File: src/rtl/puerto_periferico.sv
// CPU I/O port block: output-write FIFO toward the peripheral
// and four single-entry registered input ports with unread flags.
module puerto_periferico #(
  parameter int DEPTH = 4
) (
  input  logic       clk,
  input  logic       reset,
  input  logic       wr_en,
  input  logic [1:0] wr_sel,
  input  logic [7:0] wr_data,
  output logic       tx_valid,
  output logic [1:0] tx_port,
  output logic [7:0] tx_data,
  input  logic       tx_ready,
  input  logic       rx_valid,
  input  logic [1:0] rx_port,
  input  logic [7:0] rx_data,
  output logic       rx_ready,
  output logic [7:0] in1,
  output logic [7:0] in2,
  output logic [7:0] in3,
  output logic [7:0] in4,
  input  logic       rd_en,
  input  logic [1:0] rd_sel,
  output logic [3:0] pend,
  output logic       fifo_full,
  output logic       overflow
);

  localparam int AW = (DEPTH > 1) ? $clog2(DEPTH) : 1;
  localparam int CW = $clog2(DEPTH + 1);
  localparam logic [CW-1:0] FULLC = CW'(DEPTH);

  logic [9:0]    mem [DEPTH];
  logic [AW-1:0] rptr;
  logic [AW-1:0] wptr;
  logic [CW-1:0] count;
  logic          push;
  logic          pop;
  logic          xfer;
  logic [7:0]    inreg [4];
  logic [9:0]    head;

  assign head      = mem[rptr];
  assign tx_valid  = (count != '0);
  assign fifo_full = (count == FULLC);
  assign pop       = tx_valid && tx_ready;
  assign push      = wr_en && (!fifo_full || pop);

  // Head is gated so an empty FIFO shows zeros, not stale data.
  assign tx_port = tx_valid ? head[9:8] : 2'b00;
  assign tx_data = tx_valid ? head[7:0] : 8'h00;

  always_ff @(posedge clk) begin
    if (push) begin
      mem[wptr] <= {wr_sel, wr_data};
    end
  end

  always_ff @(posedge clk) begin
    if (reset) begin
      rptr     <= '0;
      wptr     <= '0;
      count    <= '0;
      overflow <= 1'b0;
    end else begin
      if (push) begin
        wptr <= wptr + AW'(1);
      end
      if (pop) begin
        rptr <= rptr + AW'(1);
      end
      count <= count + CW'(push) - CW'(pop);
      if (wr_en && !push) begin
        overflow <= 1'b1;
      end
    end
  end

  assign rx_ready = !pend[rx_port] ||
                    (rd_en && (rd_sel == rx_port));
  assign xfer     = rx_valid && rx_ready;

  always_ff @(posedge clk) begin
    if (reset) begin
      pend <= 4'b0000;
      for (int k = 0; k < 4; k++) begin
        inreg[k] <= 8'h00;
      end
    end else begin
      for (int k = 0; k < 4; k++) begin
        // A same-cycle transfer wins over the read clear.
        if (xfer && (rx_port == 2'(k))) begin
          inreg[k] <= rx_data;
          pend[k]  <= 1'b1;
        end else if (rd_en && (rd_sel == 2'(k))) begin
          pend[k]  <= 1'b0;
        end
      end
    end
  end

  assign in1 = inreg[0];
  assign in2 = inreg[1];
  assign in3 = inreg[2];
  assign in4 = inreg[3];

endmodule

File: config.mk
export PLATFORM = sky130hd
export DESIGN_NAME = puerto_periferico
export DESIGN_NICKNAME = d
export VERILOG_FILES = /design/src/rtl/puerto_periferico.sv
export SDC_FILE = /design/constraint.sdc
export NUM_CORES = 1
export LEC_CHECK = 0
export ABC_AREA = 1
export CORE_MARGIN = 2
export CORE_UTILIZATION = 45
export DETAILED_ROUTE_END_ITERATION = 8
export PLACE_DENSITY_LB_ADDON = 0.1
export SYNTH_ARGS = -nofsm -noshare
export SYNTH_HDL_FRONTEND = slang
export SYNTH_SLANG_ARGS = --single-unit
File: constraint.sdc
create_clock -name clk -period 2.15 [get_ports clk]
set_input_delay 0.215 -clock clk [delete_from_list [all_inputs] [get_ports clk]]
set_output_delay 0.215 -clock clk [all_outputs]
set_load 0.02 [all_outputs]
After elaboration in Yosys (flattened, before gate mapping). Memories as Yosys holds them, arrays and structs flattened. A register that Yosys moved wholly into a read port is not among the register bits. Index checks and enable logic that the tools add are counted.

Bits of input ports: 28. Memories: 2. Memory bits (read-only): 0. Logic and storage cells: 86. Bits in latches: 0. RAM bits: 72. Flip-flop bits (word level): 12.

Memory list: mem (depth 4, width 10, rd ports 1, clocked after memory_dff 1, write ports 1, line 34) `logic [9:0] mem [DEPTH];`; inreg (depth 4, width 8, rd ports 4, clocked after memory_dff 0, write ports 4, line 41) `logic [7:0] inreg [4];`.

$lt $le $gt $ge: 1. Shift operators: 0. Bitwise operators: 4. Reductions and logical operators: 25. Multipliers: 0. Divide/modulo/power cells: 0. Add/subtract/negate cells: 4. Multiplexer cells: 34. Equal/unequal tests: 8.

Operators with widths (number): $mux W8 (5); $mux W1 (25); $logic_and A1 B1 Y1 (13); $eq A2 B2 Y1 const B (4); $reduce_bool A2 Y1 (4); $mux W2 (3); $add A2 B1 Y2 const B (2); $eq A2 B1 Y1 const B (2); $logic_not A2 Y1 (2); $or A1 B1 Y1 (4); $add A3 B1 Y3 (1); $eq A3 B3 Y1 const B (1); $logic_not A1 Y1 (3); $lt A2 B3 Y1 const B (1); $reduce_bool A3 Y1 (1); $sub A3 B1 Y3 (1); $bmux W1 S2 (1); $eq A2 B2 Y1 (1); $logic_or A1 B1 Y1 (2).

Logic depth before layout (Yosys ltp).
Depth after elaboration: 10. Mapped depth: 11.

Worst setup path after synthesis. No wires, ideal clock.

Path kind: flip-flop to flip-flop. Start: register count[1]. End: register count[2]. Clock period less this slack: 2.059 ns. Path buffers: 0. Library setup time: 0.119 ns. Stages on the path, launching flop included: 12. Slack: 0.091 ns. Arrival: 1.940 ns. Path through: dfxtp_1 inv_1 nand2_1 nor2_1 nand2_1 nand2_2 xor2_1 ha_1 inv_1 fa_1 o21ai_0 a21oi_1.

Longest elaborated chain between the ends: 6. Elaborated cells between the ends (all ways): 8. Classes of those cells: add/sub (2); eq/ne (1); reduce/logical (5).

Ends and longest elaborated chain: start, declared (line 37) `logic [CW-1:0] count;`; start signal, assigned (line 73) `count <= count + CW'(push) - CW'(pop);`; $eq A3 B3 Y1 (line 46) `assign fifo_full = (count == FULLC);`; via fifo_full (line 26) `output logic fifo_full,`; $logic_not A1 Y1 (line 48) `assign push = wr_en && (!fifo_full || pop);`; $logic_or A1 B1 Y1 (line 48); $logic_and A1 B1 Y1 (line 48); $add A3 B1 Y3 (line 73); $sub A3 B1 Y3 (line 73).

The timed path passes the listed nets, and every way through them passes these cells. A chain may end at the register's enable or synchronous reset.

Final worst setup path.
Start: input port rd_sel[0]. End: output port rx_ready.

Longest elaborated chain between the ends: 3.

Ends and longest elaborated chain: start, declared (line 24) `input logic [1:0] rd_sel,`; $eq A2 B2 Y1 (line 81) `(rd_en && (rd_sel == rx_port));`; $logic_and A1 B1 Y1 (line 81); $logic_or A1 B1 Y1 (line 80) `assign rx_ready = !pend[rx_port] ||`; end, declared (line 18) `output logic rx_ready,`.

Every way passes these cells.

==> impl_metrics.csv <==
group,metric,value,unit
run_status,status,"finished, final reports clean",
critical_path,required,1930,ps
floorplanning,core_area,0.00765,sq mm
placed_design,portBuffers,77,
layout,num_antenna_cells,0,
sta,drv_slew,0,
layout,drive_gt1_frac,0.100,
critical_path,startpoint_type,"input pin",
sta,timing.slew.headroom,0.744,
logic_synthesis,synth-compound-area-share,0.0600,
critical_path,cp-end-kind,"output port",
logic_synthesis,synthesis.nets,343,
cts,clkSinkCount,86,
cts,clk_pin_slew,80,ps
pwr,p_leak,1.85,nW
grt,grt_max_degree,21,
sta,skew,8.17,ps
routing,first_iter_violations,84,
cts,ctsHoldBuffers,0,
logic_synthesis,postSynthAreaPerCell,11.4,sq um
critical_path,critPathMaxFanout,5,
routing,drt_pre_antenna_iters,4,
grt,antenna_found_initial,0,
sta,final.min_clock_period,1980,ps
logic_synthesis,yosys_warnings,0,
sta,finalHoldViolCount,0,
logic_synthesis,synth_seq_cells,86,
cts,worstSkewPairLatency,350,ps
sta,fmax,506,MHz
grt,grt_use_total,0.176,
layout,finalCoreUtilization,0.613,
logic_synthesis,netlist_area,0.00352,sq mm
min_path,hold_depth,2,
sta,tightest_slew,383,ps
routing,num_vias,2421,
logic_synthesis,syn_inst,309,
logic_synthesis,synth_top_family_by_area,"simple AND/OR/NAND/NOR gates",
cts,clockBufferDepth,2,
floorplanning,pin_count,78,
cts,h-tree-depth,3,
grt,grt_first_pass_wirelength,11.4,mm
logic_synthesis,synth_xor_area_frac,0.00249,
logic_synthesis,seq_area_frac_synth,0.693,
logic_synthesis,synth_mux_area_frac,0,
routing,routed_wl,7.02,mm
routing,detail-route-antenna-nets,0,
critical_path,r2r_cells,11,
pwr,irDropWorstVdd,369,uV
routing,remaining_drc_errors,0,
placed_design,routabilityCongestion,0.804,
placed_design,dp_hpwl,4.93,mm
floorplanning,start_util,0.461,
min_path,hold_class,"reg -> reg",
critical_path,cp.arrival,1760,ps
placed_design,dp_cells,496,
cts,postCtsSetupBuffers,0,
floorplanning,die_area,0.00855,sq mm
layout,syn2layout_area_growth,33.1,%
grt,overflow,0,
routing,viasPerCell,4.73,
cts,numCtsBuffers,9,
layout,fin_cells,512,
cts,cts_tree,"built",
sta,period_share,0.920,
sta,rsz0062_at_grt,"no",
pwr,pwr_density_cell,914,mW/mm^2
sta,setup_tns,0,ps
logic_synthesis,synthAdderAreaFrac,0.0234,
logic_synthesis,yosysUniqueCellTypes,22,
floorplanning,fp.dieW,92.5,microns
floorplanning,rows,32,
grt,grt_pass1_vias,2391,
flow_run,maxCapViolations,0,
sta,setup_viol_count_final,0,
critical_path,path_class,"in -> out",
cts,clockRootBuffer,"clkbuf_8",
logic_synthesis,yosys.area_share.simple,0.177,
routing,wl_per_cell,13.7,microns
layout,finalNetCount,439,
floorplanning,chipHeight,92.5,microns
[critical path, stage by stage]
cell and delay, ps:
clkdlybuf4s50_1 470, inv_1 120, nand2_1 60, nand2_1 70, nand3_2 130, nand2_8 90, clkdlybuf4s50_1 600
[final cells by class]
cell class / count / area, sq um
Tap cell: 102 / 128
Multi-Input combinational cell: 184 / 927
Clock buffer: 10 / 128
Clock inverter: 6 / 62.6
Fill cell: 659 / 2960
Inverter: 32 / 123
Timing Repair Buffer: 92 / 877
Sequential cell: 86 / 2440
[sequential cells by signal (all words and copies together), names as in the netlist, named ones only]
register	count
overflow	1
wptr	2
mem	40
rptr	2
pend	4
count	3
inreg	32
[layout by cell type, fill, tap and decap left out, types with 3 or more instances in the layout]
master / n
ha_1: 5
clkdlybuf4s50_1: 66
clkbuf_8: 9
edfxtp_1: 72
o21ai_0: 23
a21oi_1: 17
nand2_1: 30
nand3_1: 13
clkinv_1: 3
buf_4: 15
nand4_4: 4
dlygate4sd2_1: 9
dfxtp_1: 13
nor2_1: 85
inv_1: 28
[kinds of logic after synthesis]
group | count (synthesis)
compound gates | 41
xor+xnor | 1
fa+ha+maj | 6
buf+inv | 39
flops | 86
simple gates | 136
[cell usage after synthesis, drive strengths merged]
master  count  area (sq um)
edfxtp     72          2160
clkbuf      5          18.8
buf         2          12.5
nand2      33           145
dfxtp      14           280
xor2        1          8.76
nand4       4          85.1
inv        29           109
ha          5          62.6
o21ai      23           115
a21boi      1          11.3
fa          1          20.0
nor2       85           319
nand3      14          75.1
a21oi      17          85.1
clkinv      3          12.5
[what timing repair did]
action / in CTS / in global routing
gates resized for setup: 11 / 2
setup endpoints to repair: 10 / 2
cloned: 0 / 0
endpoints found under the hold margin: 0 / 0
pin swaps: 0 / 0
[per-stage QoR]
| stage | instance area (sq um) | power [mW] | worst slack [ps] | hold WS (ps) |
|---|---|---|---|---|
| floorplan | 3520 | 2.74 | 90.8 | 284 |
| global placement | 4500 | 3.31 | 121 | 439 |
| detailed placement | 4500 | 3.33 | 87.8 | 444 |
| CTS | 4680 | 4.33 | 23.2 | 456 |
| global route | 4690 | 4.52 | 35.7 | 493 |
| finish | 4690 | 4.28 | 172 | 451 |
[metal layers]
layer	vias to the layer above	part of all wire	wire, microns	track usage
met4	0	0.022	151	0.0771
met2	50	0.47	3320	0.284
met1	1134	0.46	3260	0.230
li1	1225	-	-	-
met5	-	0	0	0
met3	12	0.040	284	0.0366
[power breakdown]
part / switching (mW) / internal (mW) / total [mW]
combinational: 0.717 / 0.467 / 1.18
clock: 0.547 / 0.533 / 1.08
sequential: 0.0640 / 1.96 / 2.02
total: 1.33 / 2.96 / 4.28
[path summary, 6_finish.rpt]
path	startpoint	end	slack, ps
max	rd_sel[0]	rx_ready	170
min	overflow$_SDFFE_PP0P_	overflow$_SDFFE_PP0P_	450
max reg2reg	count[1]$_SDFF_PP0_	count[2]$_SDFF_PP0_	270
min reg2reg	overflow$_SDFFE_PP0P_	overflow$_SDFFE_PP0P_	450
No activity file was read; power rests on OpenSTA's default activity.
